--- config.mk ---
export PLATFORM = sky130hd
export DESIGN_NAME = relu_backprop
export DESIGN_NICKNAME = d
export VERILOG_FILES = /design/src/rtl/relu_backprop.sv
export SDC_FILE = /design/constraint.sdc
export NUM_CORES = 1
export LEC_CHECK = 0
export ABC_AREA = 1
export CELL_PAD_IN_SITES_DETAIL_PLACEMENT = 1
export CELL_PAD_IN_SITES_GLOBAL_PLACEMENT = 1
export CORE_MARGIN = 3
export CORE_UTILIZATION = 38
export CTS_CLUSTER_SIZE = 40
export DETAILED_ROUTE_END_ITERATION = 10
export PLACE_DENSITY_LB_ADDON = 0.05
export SLEW_MARGIN = 20
export SYNTH_ARGS = -nofsm -noshare
export SYNTH_HDL_FRONTEND = slang
export SYNTH_SLANG_ARGS = --single-unit
--- constraint.sdc ---
create_clock -name clk_i -period 1.75 [get_ports clk_i]
set_input_delay 0.175 -clock clk_i [delete_from_list [all_inputs] [get_ports clk_i]]
set_output_delay 0.175 -clock clk_i [all_outputs]
set_load 0.1 [all_outputs]
--- src/rtl/relu_backprop.sv ---
`default_nettype none
// ============================================================================
// Module   : relu_backprop
// Purpose  : ReLU backward pass. Each forward activation pushes one mask bit
//            (1 when the activation is strictly positive) into a FIFO. Each
//            upstream gradient pops the oldest mask bit and produces the
//            masked gradient through a one-deep registered output stage.
// Revision : 1.0 - initial release
//
// Parameters
//   BITWIDTH : width of signed activation / gradient words
//   DEPTH    : mask FIFO entries (power of two, >= 2)
//
// Ports
//   clk_i         in   1            clock, rising edge
//   rst_n_i       in   1            asynchronous active-low reset
//   clear_i       in   1            synchronous flush of FIFO and output stage
//   fwd_valid_i   in   1            forward activation valid
//   fwd_ready_o   out  1            mask FIFO can accept an activation
//   fwd_data_i    in   BITWIDTH     signed pre-ReLU activation
//   grad_valid_i  in   1            upstream gradient valid
//   grad_ready_o  out  1            gradient accepted this cycle
//   grad_data_i   in   BITWIDTH     signed upstream gradient
//   out_valid_o   out  1            out_data_o holds a result
//   out_ready_i   in   1            downstream accepts the result
//   out_data_o    out  BITWIDTH     signed masked gradient
//   mask_count_o  out  clog2(D)+1   number of stored mask bits
//
// Build option
//   RELU_BACKPROP_LEAKY_EN : when defined, mask-0 entries pass the gradient
//                            arithmetically shifted right by 3 (slope 1/8)
//                            instead of zero.
// ============================================================================
module relu_backprop #(
  parameter int BITWIDTH = 8,
  parameter int DEPTH    = 16
) (
  input  logic                       clk_i,
  input  logic                       rst_n_i,
  input  logic                       clear_i,
  input  logic                       fwd_valid_i,
  output logic                       fwd_ready_o,
  input  logic signed [BITWIDTH-1:0] fwd_data_i,
  input  logic                       grad_valid_i,
  output logic                       grad_ready_o,
  input  logic signed [BITWIDTH-1:0] grad_data_i,
  output logic                       out_valid_o,
  input  logic                       out_ready_i,
  output logic signed [BITWIDTH-1:0] out_data_o,
  output logic [$clog2(DEPTH):0]     mask_count_o
);

  localparam int                PTR_W     = $clog2(DEPTH);
  localparam int                CNT_W     = PTR_W + 1;
  localparam logic [CNT_W-1:0]  DEPTH_CNT = CNT_W'(DEPTH);

  // Mask storage: one bit per pending activation.
  logic [DEPTH-1:0]          mask_mem;
  logic [PTR_W-1:0]          wr_ptr;
  logic [PTR_W-1:0]          rd_ptr;
  logic [CNT_W-1:0]          count;

  logic                      push;
  logic                      pop;
  logic                      act_positive;
  logic                      head_mask;
  logic signed [BITWIDTH-1:0] masked_grad;
  logic signed [BITWIDTH-1:0] blocked_grad;

  // Full is judged on the registered count only, so a pop in the same cycle
  // never lets a push slip into a full FIFO.
  assign fwd_ready_o  = (count < DEPTH_CNT);
  // The output stage may take a new result when empty or draining this cycle.
  assign grad_ready_o = (count != '0) && (!out_valid_o || out_ready_i);

  assign push = fwd_valid_i && fwd_ready_o;
  assign pop  = grad_valid_i && grad_ready_o;

  // Strictly positive: sign bit clear and not zero.
  assign act_positive = !fwd_data_i[BITWIDTH-1] && (|fwd_data_i);
  assign head_mask    = mask_mem[rd_ptr];

`ifdef RELU_BACKPROP_LEAKY_EN
  assign blocked_grad = grad_data_i >>> 3;
`else
  assign blocked_grad = '0;
`endif

  assign masked_grad = head_mask ? grad_data_i : blocked_grad;

  // Mask bits need no reset: an entry is only read after it has been written.
  always_ff @(posedge clk_i) begin
    if (push && !clear_i) begin
      mask_mem[wr_ptr] <= act_positive;
    end
  end

  // Pointers and occupancy. Pointer width equals log2(DEPTH), so the natural
  // binary rollover is the modulo-DEPTH wrap.
  always_ff @(posedge clk_i or negedge rst_n_i) begin
    if (!rst_n_i) begin
      wr_ptr <= '0;
      rd_ptr <= '0;
      count  <= '0;
    end else if (clear_i) begin
      wr_ptr <= '0;
      rd_ptr <= '0;
      count  <= '0;
    end else begin
      if (push) begin
        wr_ptr <= wr_ptr + 1'b1;
      end
      if (pop) begin
        rd_ptr <= rd_ptr + 1'b1;
      end
      case ({push, pop})
        2'b10:   count <= count + 1'b1;
        2'b01:   count <= count - 1'b1;
        default: count <= count;
      endcase
    end
  end

  // Registered output stage: loads on every gradient transfer, otherwise
  // holds until the downstream takes the result.
  always_ff @(posedge clk_i or negedge rst_n_i) begin
    if (!rst_n_i) begin
      out_valid_o <= 1'b0;
      out_data_o  <= '0;
    end else if (clear_i) begin
      out_valid_o <= 1'b0;
      out_data_o  <= '0;
    end else if (pop) begin
      out_valid_o <= 1'b1;
      out_data_o  <= masked_grad;
    end else if (out_ready_i) begin
      out_valid_o <= 1'b0;
    end
  end

  assign mask_count_o = count;

endmodule
`default_nettype wire

==> metrics.md <==
| Metric | Value |
|---|---|
| Worst r2r path cells | `13` |
| FF-to-FF End | `mask_count_o[4]` |
| GRT Total Usage | `0.187` |
| Clock sinks | `38` |
| Worst Path Arrival | `approximately 2 ns` |
| Setup violators final | `1` |
| Hold Path Class | `in2async` |
| Final nets | `322` |
| Worst path cell trace | `nor2_4 -> nand3_4 -> nand4_4 -> nand2_2 -> inv_2 -> nor2_4 -> ha_2 -> inv_2 -> nand2_4 -> nand3_2 -> nand3_1 -> nand3_1 -> nand2_1` |
| Top cell type by total area after synthesis | `dfrtp_1` |
| Final core utilization | `0.601` |
| Initial DRC Count | `about 110` |
| Insertion delay to the later sink of the worst-skew pair | `approximately 0.28 ns` |
| CP Class | `reg2reg` |
| Num rows | `25` |
| Worst hold slack | `about 0.2 ns` |
| Worst IR Drop VDD | `between 1 and 1.5 mV` |
| WL per Instance | `15.5 um` |
| Slew @ Worst Pin | `0.584 ns` |
| Layout area overhead | `48.2%` |
| Worst Setup Slack, final | `-0.0821 ns` |
| CP delay by family, top | `simple AND/OR/NAND/NOR gates` |
| Die area | `6110 um2` |
| Max FO, Critical Path | `4` |
| Syn Area/Cell | `a little under 9 um2` |
| DP Cell Count | `between 300 and 400` |
| CTS tree | `yes` |
| Seq cells post-synth | `38` |
| Startpoint Class | `flip-flop` |
| Antenna violations before repair | `0` |
| Post-route DRC | `0` |
| Worst-path clk slew | `0.07 ns` |
| Slew margin rel. | `0.611` |
| Num CTS Buffers | `5` |
| Pwr Density | `~1600 nW/um2` |
| Sequential share of the synthesized area | `0.521` |
| Clock root buffer | `clkbuf_8` |
| Top cells by area, synth | `dfrtp_1 (28%), edfxtp_1 (24%), nand2_1 (9.3%)` |
| Synthesized netlist cell count | `about 220` |
| IO Pins | `38` |
| Maxcap violations | `0` |
| Pwr Total | `~4.8 mW` |
| Initial Util | `0.406` |
| Hold Fails Final Rpt | `0` |
| Chip width | `78.2 um` |
| CP max stage cell | `dfrtp_4` |
| WP data required | `1.92 ns` |
| R2r startpoint | `mask_count_o[0]` |
| Post-Synth Simple-Gate Area | `0.270` |
| Yosys warning count | `0` |
| Max-slew violation count | `0` |
| Antenna diodes | `0` |
| Worst Skew | `between 0.007 and 0.008 ns` |
| Longest Clk Path Bufs | `2` |
| Asr flop ratio synth | `0.579` |
| Core Area | `roughly 4900 um2` |
| Number of synthesized flops with an enable pin | `16` |
| Synth top cells by count | `nand2_1 (49), dfrtp_1 (22), nor2_1 (22)` |
| Outcome | `complete, but fails checks` |
| Dpl hpwl | `roughly 4200 um` |
| Via count | `1798` |
| Failing checks | `setup timing` |
| Die height | `~78 um` |
| Synthesized Nets | `252` |
| First-pass GRT wire length | `between 9000 and 10000 um` |
| Vias per cell | `~5` |
| Setup crit end kind | `flip-flop` |
| Layout cells sized above 1 | `0.310` |
| Final period util | `1.05` |
| Leak | `around 1.3 nW` |
| Post-synthesis adder-cell area fraction | `0.0442` |
| CP peak stage delay | `approximately 0.5 ns` |
| Minimum clock period | `between 1.5 and 2 ns` |
| Area share of the leading cell type in the synthesized netlist | `0.278` |
| Main synth FF type | `dfrtp_1` |
| WL final | `between 5000 and 6000 um` |
| Main combinational cell family by area after synthesis | `simple AND/OR/NAND/NOR gates` |
| Layout Cells excl Fill | `around 360` |
| Achievable Freq | `about 550 MHz` |
| Mapped Area | `between 1500 and 2000 um2` |
| Port Buffers | `37` |
| RSZ-0062 raised after global routing | `yes` |
| Placer Congestion | `between 0.8 and 0.9` |
| Post-synthesis mux area share | `0` |
| Final ANT Viol Nets | `0` |
| Count leader, synth | `nand2_1` |
| Htree depth | `2` |
| Compound-Gate Fraction of Synth Area | `0.101` |
| 1st-pass router iterations | `4` |
| Netlist cell types | `29` |
| Post-Place Worst Slack | `-0.171 ns` |
| Buf+Inv Stages, Crit Path | `2` |
| Vias in the first global route | `approximately 1900` |
| Overflow after GRT | `0` |
| XOR/XNOR Fraction of Synth Area | `0.00442` |
| Worst R2R Setup Slack | `-0.08 ns` |
| Largest net degree at the start of global routing | `17` |
timing repair:
| item | 4_1_cts | 5_1_grt |
|---|---|---|
| hold buffers | 0 | 0 |
| pin swaps | 0 | 11 |
| resized for setup | 3 | 12 |
| gates cloned | 0 | 0 |
| setup endpoints to repair | 1 | 10 |
| setup buffers | 1 | 5 |
sequential cells by signal, indices dropped and copies added, names as in the netlist:
name	cells
rd_ptr	4
out_valid_o	1
mask_count_o	5
mask_mem	16
wr_ptr	4
out_data_o	8
cells by family after synthesis:
group | Yosys count
and+or+nand+nor | 112
DFF | 38
AOI/OAI and AO/OA | 35
buffers and inverters | 30
adders and majority gates | 7
xor gates and xnor gates | 1
layout by cell type (no fill, tap or decap), types with 2 or more instances in the layout:
master	instances
nor2_4	5
dfrtp_1	15
dfrtp_2	2
nand3_4	2
nand2_2	4
nand2_1	46
a21oi_1	4
o22ai_1	3
nand2_4	2
clkdlybuf4s50_1	21
buf_12	8
inv_2	6
a21oi_2	2
o21ai_1	2
nor3_1	10
o21ai_0	16
nor2_1	22
dfrtp_4	5
ha_1	5
clkbuf_1	2
buf_4	36
clkbuf_8	5
nor4_1	2
edfxtp_1	16
nand3_1	15
o21ai_2	3
inv_1	19
power by group:
group,internal (mW),switching (mW)
registers,1.07,0.135
clock network,0.426,0.293
logic,1.04,1.79
total,2.54,2.22
per-layer routing:
layer,track usage,up-vias,part of all wire
met5,0,-,0
met2,0.325,43,0.50
met4,0.0507,0,0.012
met3,0.0333,10,0.034
met1,0.240,865,0.46
li1,-,880,-
final cells by class:
class                           instances  area (um2)
Fill cell                             590        1950
Sequential cell                        38        1050
Multi-Input combinational cell        155         925
Timing Repair Buffer                   66         652
Inverter                               27         114
Tap cell                               67        83.8
Clock buffer                            7        76.3
Clock inverter                          1        30.0
worst max-delay path by stage:
| stage | start | endpoint | slack, ns | depth (start not counted) |
|---|---|---|---|---|
| global route | mask_count_o[4] | mask_count_o[4] | -0.22 | 14 |
| floorplan | mask_count_o[4] | mask_count_o[4] | -0.1 | 13 |
| finish | mask_count_o[0] | mask_count_o[4] | -0.08 | 13 |
| detailed placement | out_ready_i | mask_count_o[4] | -0.17 | 15 |
| global placement | out_ready_i | mask_count_o[4] | -0.08 | 15 |
| CTS | mask_count_o[3] | mask_count_o[4] | 0.0006 | 13 |
per-stage QoR:
| stage | instance area, um2 | setup TNS [ns] |
|---|---|---|
| 2_1_floorplan | 2050 | -0.166 |
| 3_3_place_gp | 2720 | -0.786 |
| 3_5_place_dp | 2720 | -2.05 |
| 4_1_cts | 2850 | 0 |
| 5_1_grt | 2930 | -0.341 |
| 6_report | 2930 | -0.0821 |
Note: power is estimated with default switching activity, not from simulation.
